$ cat src/rtl/bus_timer_pkg.sv
// Shared definitions for the memory-mapped machine timer: register offsets,
// bit positions, reset constants and the byte-lane merge helper.
package bus_timer_pkg;

  typedef enum logic [2:0] {
    OFF_MTIME_LO = 3'd0,
    OFF_MTIME_HI = 3'd1,
    OFF_CMP_LO   = 3'd2,
    OFF_CMP_HI   = 3'd3,
    OFF_CTRL     = 3'd4,
    OFF_PRESCALE = 3'd5,
    OFF_STATUS   = 3'd6,
    OFF_RSVD     = 3'd7
  } reg_off_e;

  localparam int CTRL_EN      = 0;
  localparam int CTRL_IRQ_EN  = 1;
  localparam int STATUS_MATCH = 0;
  localparam int STATUS_SEEN  = 1;
  localparam int PRE_W        = 16;

  localparam logic [63:0] CMP_RESET = 64'hFFFF_FFFF_FFFF_FFFF;

  // Replace only the byte lanes whose enable bit is set.
  function automatic logic [31:0] merge_bytes(input logic [31:0] old_val,
                                              input logic [31:0] wdata,
                                              input logic [3:0]  be);
    logic [31:0] res;
    res = old_val;
    for (int i = 0; i < 4; i++) begin
      if (be[i]) res[8*i +: 8] = wdata[8*i +: 8];
    end
    return res;
  endfunction

endpackage

$ cat src/rtl/bus_timer_prescaler.sv
// Prescaler for the timer: counts 0..prescale while enabled and pulses tick
// on the terminal count; held at zero when disabled or explicitly cleared.
module bus_timer_prescaler
  import bus_timer_pkg::*;
(
  input  logic             clk,
  input  logic             rst,
  input  logic             en,
  input  logic [PRE_W-1:0] prescale,
  input  logic             clr,
  output logic             tick
);

  logic [PRE_W-1:0] pre_cnt_q, pre_cnt_d;

  assign tick = en && (pre_cnt_q == prescale);

  // NOTE: every path assigns pre_cnt_d (default first), so no latch is inferred.
  always_comb begin
    pre_cnt_d = pre_cnt_q + 1'b1;
    if (!en || clr || tick) pre_cnt_d = '0;
  end

  // NOTE: sequential state uses non-blocking assignments so all flops update together.
  always_ff @(posedge clk or posedge rst) begin
    if (rst) pre_cnt_q <= '0;
    else     pre_cnt_q <= pre_cnt_d;
  end

endmodule

$ cat src/rtl/bus_timer.sv
// Memory-mapped machine timer: 64-bit mtime with prescaler, 64-bit compare,
// control/status registers, a combinational read port and a level timer_irq.
module bus_timer
  import bus_timer_pkg::*;
#(
  parameter logic [31:0] BASE_ADDR = 32'h1000_0000,
  parameter int          ADDR_BITS = 5
) (
  input  logic        clk,
  input  logic        rst,
  input  logic        bus_re,
  input  logic [3:0]  bus_we,
  input  logic [31:0] bus_addr,
  input  logic [31:0] bus_wdata,
  output logic [31:0] bus_rdata,
  output logic        bus_hit,
  output logic        timer_irq
);

  logic [63:0]      mtime_q, mtime_d;
  logic [63:0]      cmp_q, cmp_d;
  logic             en_q, en_d;
  logic             irq_en_q, irq_en_d;
  logic [PRE_W-1:0] prescale_q, prescale_d;
  logic             seen_q, seen_d;
  logic             match_q, match_d;
  logic             irq_q, irq_d;

  reg_off_e off;
  logic     wr, tick, pre_clr, mtime_wr, seen_clr, match;
  logic     unused_addr_bits;

  assign bus_hit          = (bus_addr[31:ADDR_BITS] == BASE_ADDR[31:ADDR_BITS]);
  assign off              = reg_off_e'(bus_addr[4:2]);
  assign wr               = bus_hit && (|bus_we);
  assign pre_clr          = wr && (off == OFF_PRESCALE);
  assign mtime_wr         = wr && (off == OFF_MTIME_LO || off == OFF_MTIME_HI);
  assign seen_clr         = wr && (off == OFF_STATUS) && bus_we[0] && bus_wdata[STATUS_SEEN];
  assign match            = (mtime_q >= cmp_q);
  assign timer_irq        = irq_q;
  assign unused_addr_bits = ^bus_addr[1:0];

  bus_timer_prescaler u_prescaler (
    .clk      (clk),
    .rst      (rst),
    .en       (en_q),
    .prescale (prescale_q),
    .clr      (pre_clr),
    .tick     (tick)
  );

  always_comb begin
    mtime_d    = mtime_q;
    cmp_d      = cmp_q;
    en_d       = en_q;
    irq_en_d   = irq_en_q;
    prescale_d = prescale_q;
    // A software write to either mtime half takes priority over the tick.
    if (tick && !mtime_wr) mtime_d = mtime_q + 64'd1;
    if (wr) begin
      unique case (off)
        OFF_MTIME_LO: mtime_d[31:0]  = merge_bytes(mtime_q[31:0],  bus_wdata, bus_we);
        OFF_MTIME_HI: mtime_d[63:32] = merge_bytes(mtime_q[63:32], bus_wdata, bus_we);
        OFF_CMP_LO:   cmp_d[31:0]    = merge_bytes(cmp_q[31:0],    bus_wdata, bus_we);
        OFF_CMP_HI:   cmp_d[63:32]   = merge_bytes(cmp_q[63:32],   bus_wdata, bus_we);
        OFF_CTRL: begin
          if (bus_we[0]) begin
            en_d     = bus_wdata[CTRL_EN];
            irq_en_d = bus_wdata[CTRL_IRQ_EN];
          end
        end
        OFF_PRESCALE: begin
          if (bus_we[0]) prescale_d[7:0]  = bus_wdata[7:0];
          if (bus_we[1]) prescale_d[15:8] = bus_wdata[15:8];
        end
        default: ;
      endcase
    end
  end

  // A rising match sets seen even when software clears it in the same cycle.
  always_comb begin
    match_d = match;
    irq_d   = irq_en_q && match;
    seen_d  = seen_q;
    if (seen_clr)          seen_d = 1'b0;
    if (match && !match_q) seen_d = 1'b1;
  end

  always_ff @(posedge clk or posedge rst) begin
    if (rst) begin
      mtime_q    <= '0;
      cmp_q      <= CMP_RESET;
      en_q       <= 1'b0;
      irq_en_q   <= 1'b0;
      prescale_q <= '0;
      seen_q     <= 1'b0;
      match_q    <= 1'b0;
      irq_q      <= 1'b0;
    end else begin
      mtime_q    <= mtime_d;
      cmp_q      <= cmp_d;
      en_q       <= en_d;
      irq_en_q   <= irq_en_d;
      prescale_q <= prescale_d;
      seen_q     <= seen_d;
      match_q    <= match_d;
      irq_q      <= irq_d;
    end
  end

  // Read data is zero when not selected so responders can be OR-combined.
  always_comb begin
    bus_rdata = '0;
    if (bus_hit && bus_re) begin
      unique case (off)
        OFF_MTIME_LO: bus_rdata = mtime_q[31:0];
        OFF_MTIME_HI: bus_rdata = mtime_q[63:32];
        OFF_CMP_LO:   bus_rdata = cmp_q[31:0];
        OFF_CMP_HI:   bus_rdata = cmp_q[63:32];
        OFF_CTRL:     bus_rdata = {30'd0, irq_en_q, en_q};
        OFF_PRESCALE: bus_rdata = {16'd0, prescale_q};
        OFF_STATUS:   bus_rdata = {30'd0, seen_q, match};
        default:      bus_rdata = '0;
      endcase
    end
  end

endmodule

$ cat config.mk
export PLATFORM = sky130hd
export DESIGN_NAME = bus_timer
export DESIGN_NICKNAME = d
export VERILOG_FILES = /design/src/rtl/bus_timer_pkg.sv /design/src/rtl/bus_timer_prescaler.sv /design/src/rtl/bus_timer.sv
export SDC_FILE = /design/constraint.sdc
export NUM_CORES = 1
export LEC_CHECK = 0
export BUFFER_PORTS_ARGS = -buffer_cell sky130_fd_sc_hd__buf_2
export CORE_MARGIN = 2
export CORE_UTILIZATION = 62
export DETAILED_ROUTE_END_ITERATION = 10
export GPL_TIMING_DRIVEN = 1
export PLACE_DENSITY = 0.81
export SYNTH_ARGS = -nofsm -noshare
export SYNTH_HDL_FRONTEND = slang
export SYNTH_HIERARCHICAL = 1
export SYNTH_SLANG_ARGS = --single-unit
$ cat constraint.sdc
create_clock -name clk -period 11.1 [get_ports clk]
set_input_delay 1.11 -clock clk [delete_from_list [all_inputs] [get_ports clk]]
set_output_delay 1.11 -clock clk [all_outputs]
set_load 0.05 [all_outputs]
==> impl_metrics.toml <==
[outcome]
outcome = "completed"

[route]
drtIter0Drc = 1213
drc_errors = 0
drt-pass1-iter-count = 6
ant_nets = 0
wl_um = 32800
wl_per_cell_um = 21.0
via_per_inst = 6.57
vias = 10300

[cts]
postCtsHoldBufs = 0
cts.sinks = 165
path_clk_slew_ps = 60
cts_setup_buffers = 0
insertion_delay_ps = 440
cts_tree = "done"
cts_max_path_buffers = 2
cts_resized = 0
cts_buffers = 17
cts_max_level = 4
clockRootBuffer = "clkbuf_16"

[global_route]
grt_pass1_wl_um = 50900
grt_util_all_layers_pct = 35.8
antenna_found_initial = 0
grt_pass1_vias = 9487
grt_max_degree = 77
grt_remaining_overflow = 0

[critical_path]
r2r_cells = 10
worstPathArrival_ps = 3830
crit_buf_inv = 2
worstPathRequired_ps = 9990
r2r_end = "mtime_q[59]"
worstSetupPathType = "reg -> out"
r2r_start = "u_prescaler/pre_cnt_q[8]"
cpMaxStageDelayCell = "a2111oi_0"
path_cells = "inv_1 > ha_1 > a21oi_1 > o21ai_0 > a2111oi_0 > o22ai_1 > a2111oi_0 > nor3_1 > nand3_1 > a21oi_1 > buf_2"
critPathMaxStageDelay_ps = 740
path_max_fanout = 3
end_kind = "output pin"
crit_path_start_kind = "register"
crit_family = "compound AO/OA/AOI/OAI gates"
reg2reg_setup_slack_ps = 7560

[synthesis]
ys_seq_elements = 165
synth.largest_area_cell = "dfrtp_1"
synth_nets = 1381
synth.avg_cell_area_um2 = 8.83
syn_inst = 1244
yosysWarnings = 6
synth_most_common_cell = "nor2_1"
netlist_top_cells_count = "190 x nor2_1, 101 x dfrtp_1, 99 x a21oi_1, 99 x nand2_1, 84 x inv_1"
async_reset_ff_share_pct = 100
synth_area_um2 = 11000
seq_area_frac_synth_pct = 38.3
synth_area_leaders = "dfrtp_1 23%, dfstp_2 15%, ha_1 7.5%"
ys.flop_type = "dfrtp_1"
synth_enable_flop_cells = 0
synth_cell_types = 69
synth_top_area_share_pct = 23.0

[floorplanning]
initial_core_util_pct = 63.5
dieArea_um2 = 18800
die_w_um = 137
core_um2 = 17300
row_count = 48
die_y_um = 137
io_pins = 105

[sta]
worstMarginPinSlew_ps = 1270
rsz0062_at_grt = "no"
setup_viol_count_final = 0
hold_violations = 0
max_freq_ghz = 0.202
fin_crit_sh_pct = 44.5
fin_skew_ps = 5.99
slew_viol_final = 0
slew_headroom_pct = 15.0
period_minus_slack_ps = 4940
fin_tns_setup_ps = 0

[min_path]
min_from = "match_q"
worstHoldEndpoint = "seen_q"
min-delay-path-class = "reg -> reg"
whs_path_depth = 1

[placed_design]
io_buffer_count = 102
placedCellCount = 1529
dp_hpwl_um = 23200
gp_congestion = 0.956

[job]
cap_violations = 0

[layout]
area_growth_pct = 12.2
stdcell_count = 1561
nFillCells = 1358
n_antenna_cell = 0
layout.nets = 1460
drive_gt1_share_pct = 22.2

[pwr]
peakVddDrop_mv = 0.109
p_leak_nw = 5.74
powerDensity_nw_per_um2 = 110
[routing by layer]
layer / GRT usage, % / up-vias / part of all wire, %
li1: - / 4657 / -
met1: 49.5 / 4942 / 41
met2: 55.7 / 585 / 45
met3: 7.15 / 78 / 10
met4: 13.5 / 0 / 3.6
met5: 0 / - / 0
[worst max-delay path by stage]
| stage | startpoint | endpoint | depth (start not counted) |
|---|---|---|---|
| 3_5_place_dp | bus_addr[2] | bus_rdata[1] | 8 |
| 2_1_floorplan | rst | en_q | 1 |
| 4_1_cts | cmp_q[11] | bus_rdata[0] | 11 |
| 3_3_place_gp | bus_addr[2] | bus_rdata[1] | 8 |
| 5_1_grt | bus_addr[2] | bus_rdata[17] | 9 |
| 6_report | cmp_q[11] | bus_rdata[0] | 11 |
[metrics by stage]
step / hold WS, ps / setup slack (ps) / area (µm²) / util (%) / power (mW)
floorplan: 415 / 6090 / 11000 / - / 0.645
global placement: 435 / 6260 / 11600 / 67.4 / 0.679
detailed placement: 481 / 6240 / 11600 / 67.4 / 0.679
CTS: 489 / 6220 / 12300 / 71.3 / 1.36
global route: 501 / 6000 / 12300 / 71.3 / 1.39
finish: 497 / 6160 / 12300 / 71.3 / 1.36
[flip-flops by register name (all words and copies together), names as in the netlist]
signal,cells
prescale_q,16
en_q,1
match_q,1
timer_irq,1
cmp_q,64
irq_en_q,1
mtime_q,64
u_prescaler/pre_cnt_q,16
seen_q,1
[layout by cell type (no fill, tap or decap), types with 4 or more instances in the layout]
master and n:
nor2_1 189, nor4_4 4, and3_1 17, or3_1 4, o21bai_1 5, dfrtp_1 101
ha_1 66, o211ai_1 7, buf_4 11, mux4_2 7, nor2b_1 9, buf_2 102
nand4_1 26, inv_1 83, xnor2_1 19, xor2_1 11, o22ai_1 10, o21ai_0 53
bufinv_16 6, nor3_1 21, a21o_1 6, and4_1 14, o21ai_1 6, a311oi_1 7
nand3_1 57, mux2i_1 26, mux2_2 52, clkbuf_16 17, a21oi_1 99, a211oi_1 16
dfstp_2 64, a221oi_1 16, nand2_1 99, o221a_2 11, nor3b_1 5, a31oi_1 10
and2_1 10, nor4_1 16, clkbuf_1 4
[power breakdown]
| group | switching [mW] | total, mW | internal (mW) | leakage (nW) |
|---|---|---|---|---|
| clock | 0.247 | 0.688 | 0.441 | 0.329 |
| sequential | 0.0000000604 | 0.603 | 0.603 | 2.04 |
| combinational | 0.0486 | 0.0675 | 0.0189 | 3.37 |
[layout make-up]
type                    instances  area [µm²]  share of cell area [%]
clock buffers                  24         482                    3.91
inverters                      84         320                    2.60
flip-flops and latches        165        4210                    34.1
repair buffers                113         593                    4.81
well taps                     225         282                    2.28
multi-input cells             942        6250                    50.7
clock inverters                 8         194                    1.57
[cell families (layout without fill, tap and decap cells)]
kind of cell	Yosys count	in the layout	share of synthesized area, %
fa+ha+maj	66	66	7.52
buf+inv	137	229	4.88
flops	165	165	38.3
simple gates	487	487	21.5
xor+xnor	30	30	2.39
compound gates	274	274	16.2
mux	85	85	9.14
Power figures use the tool's default switching activity.
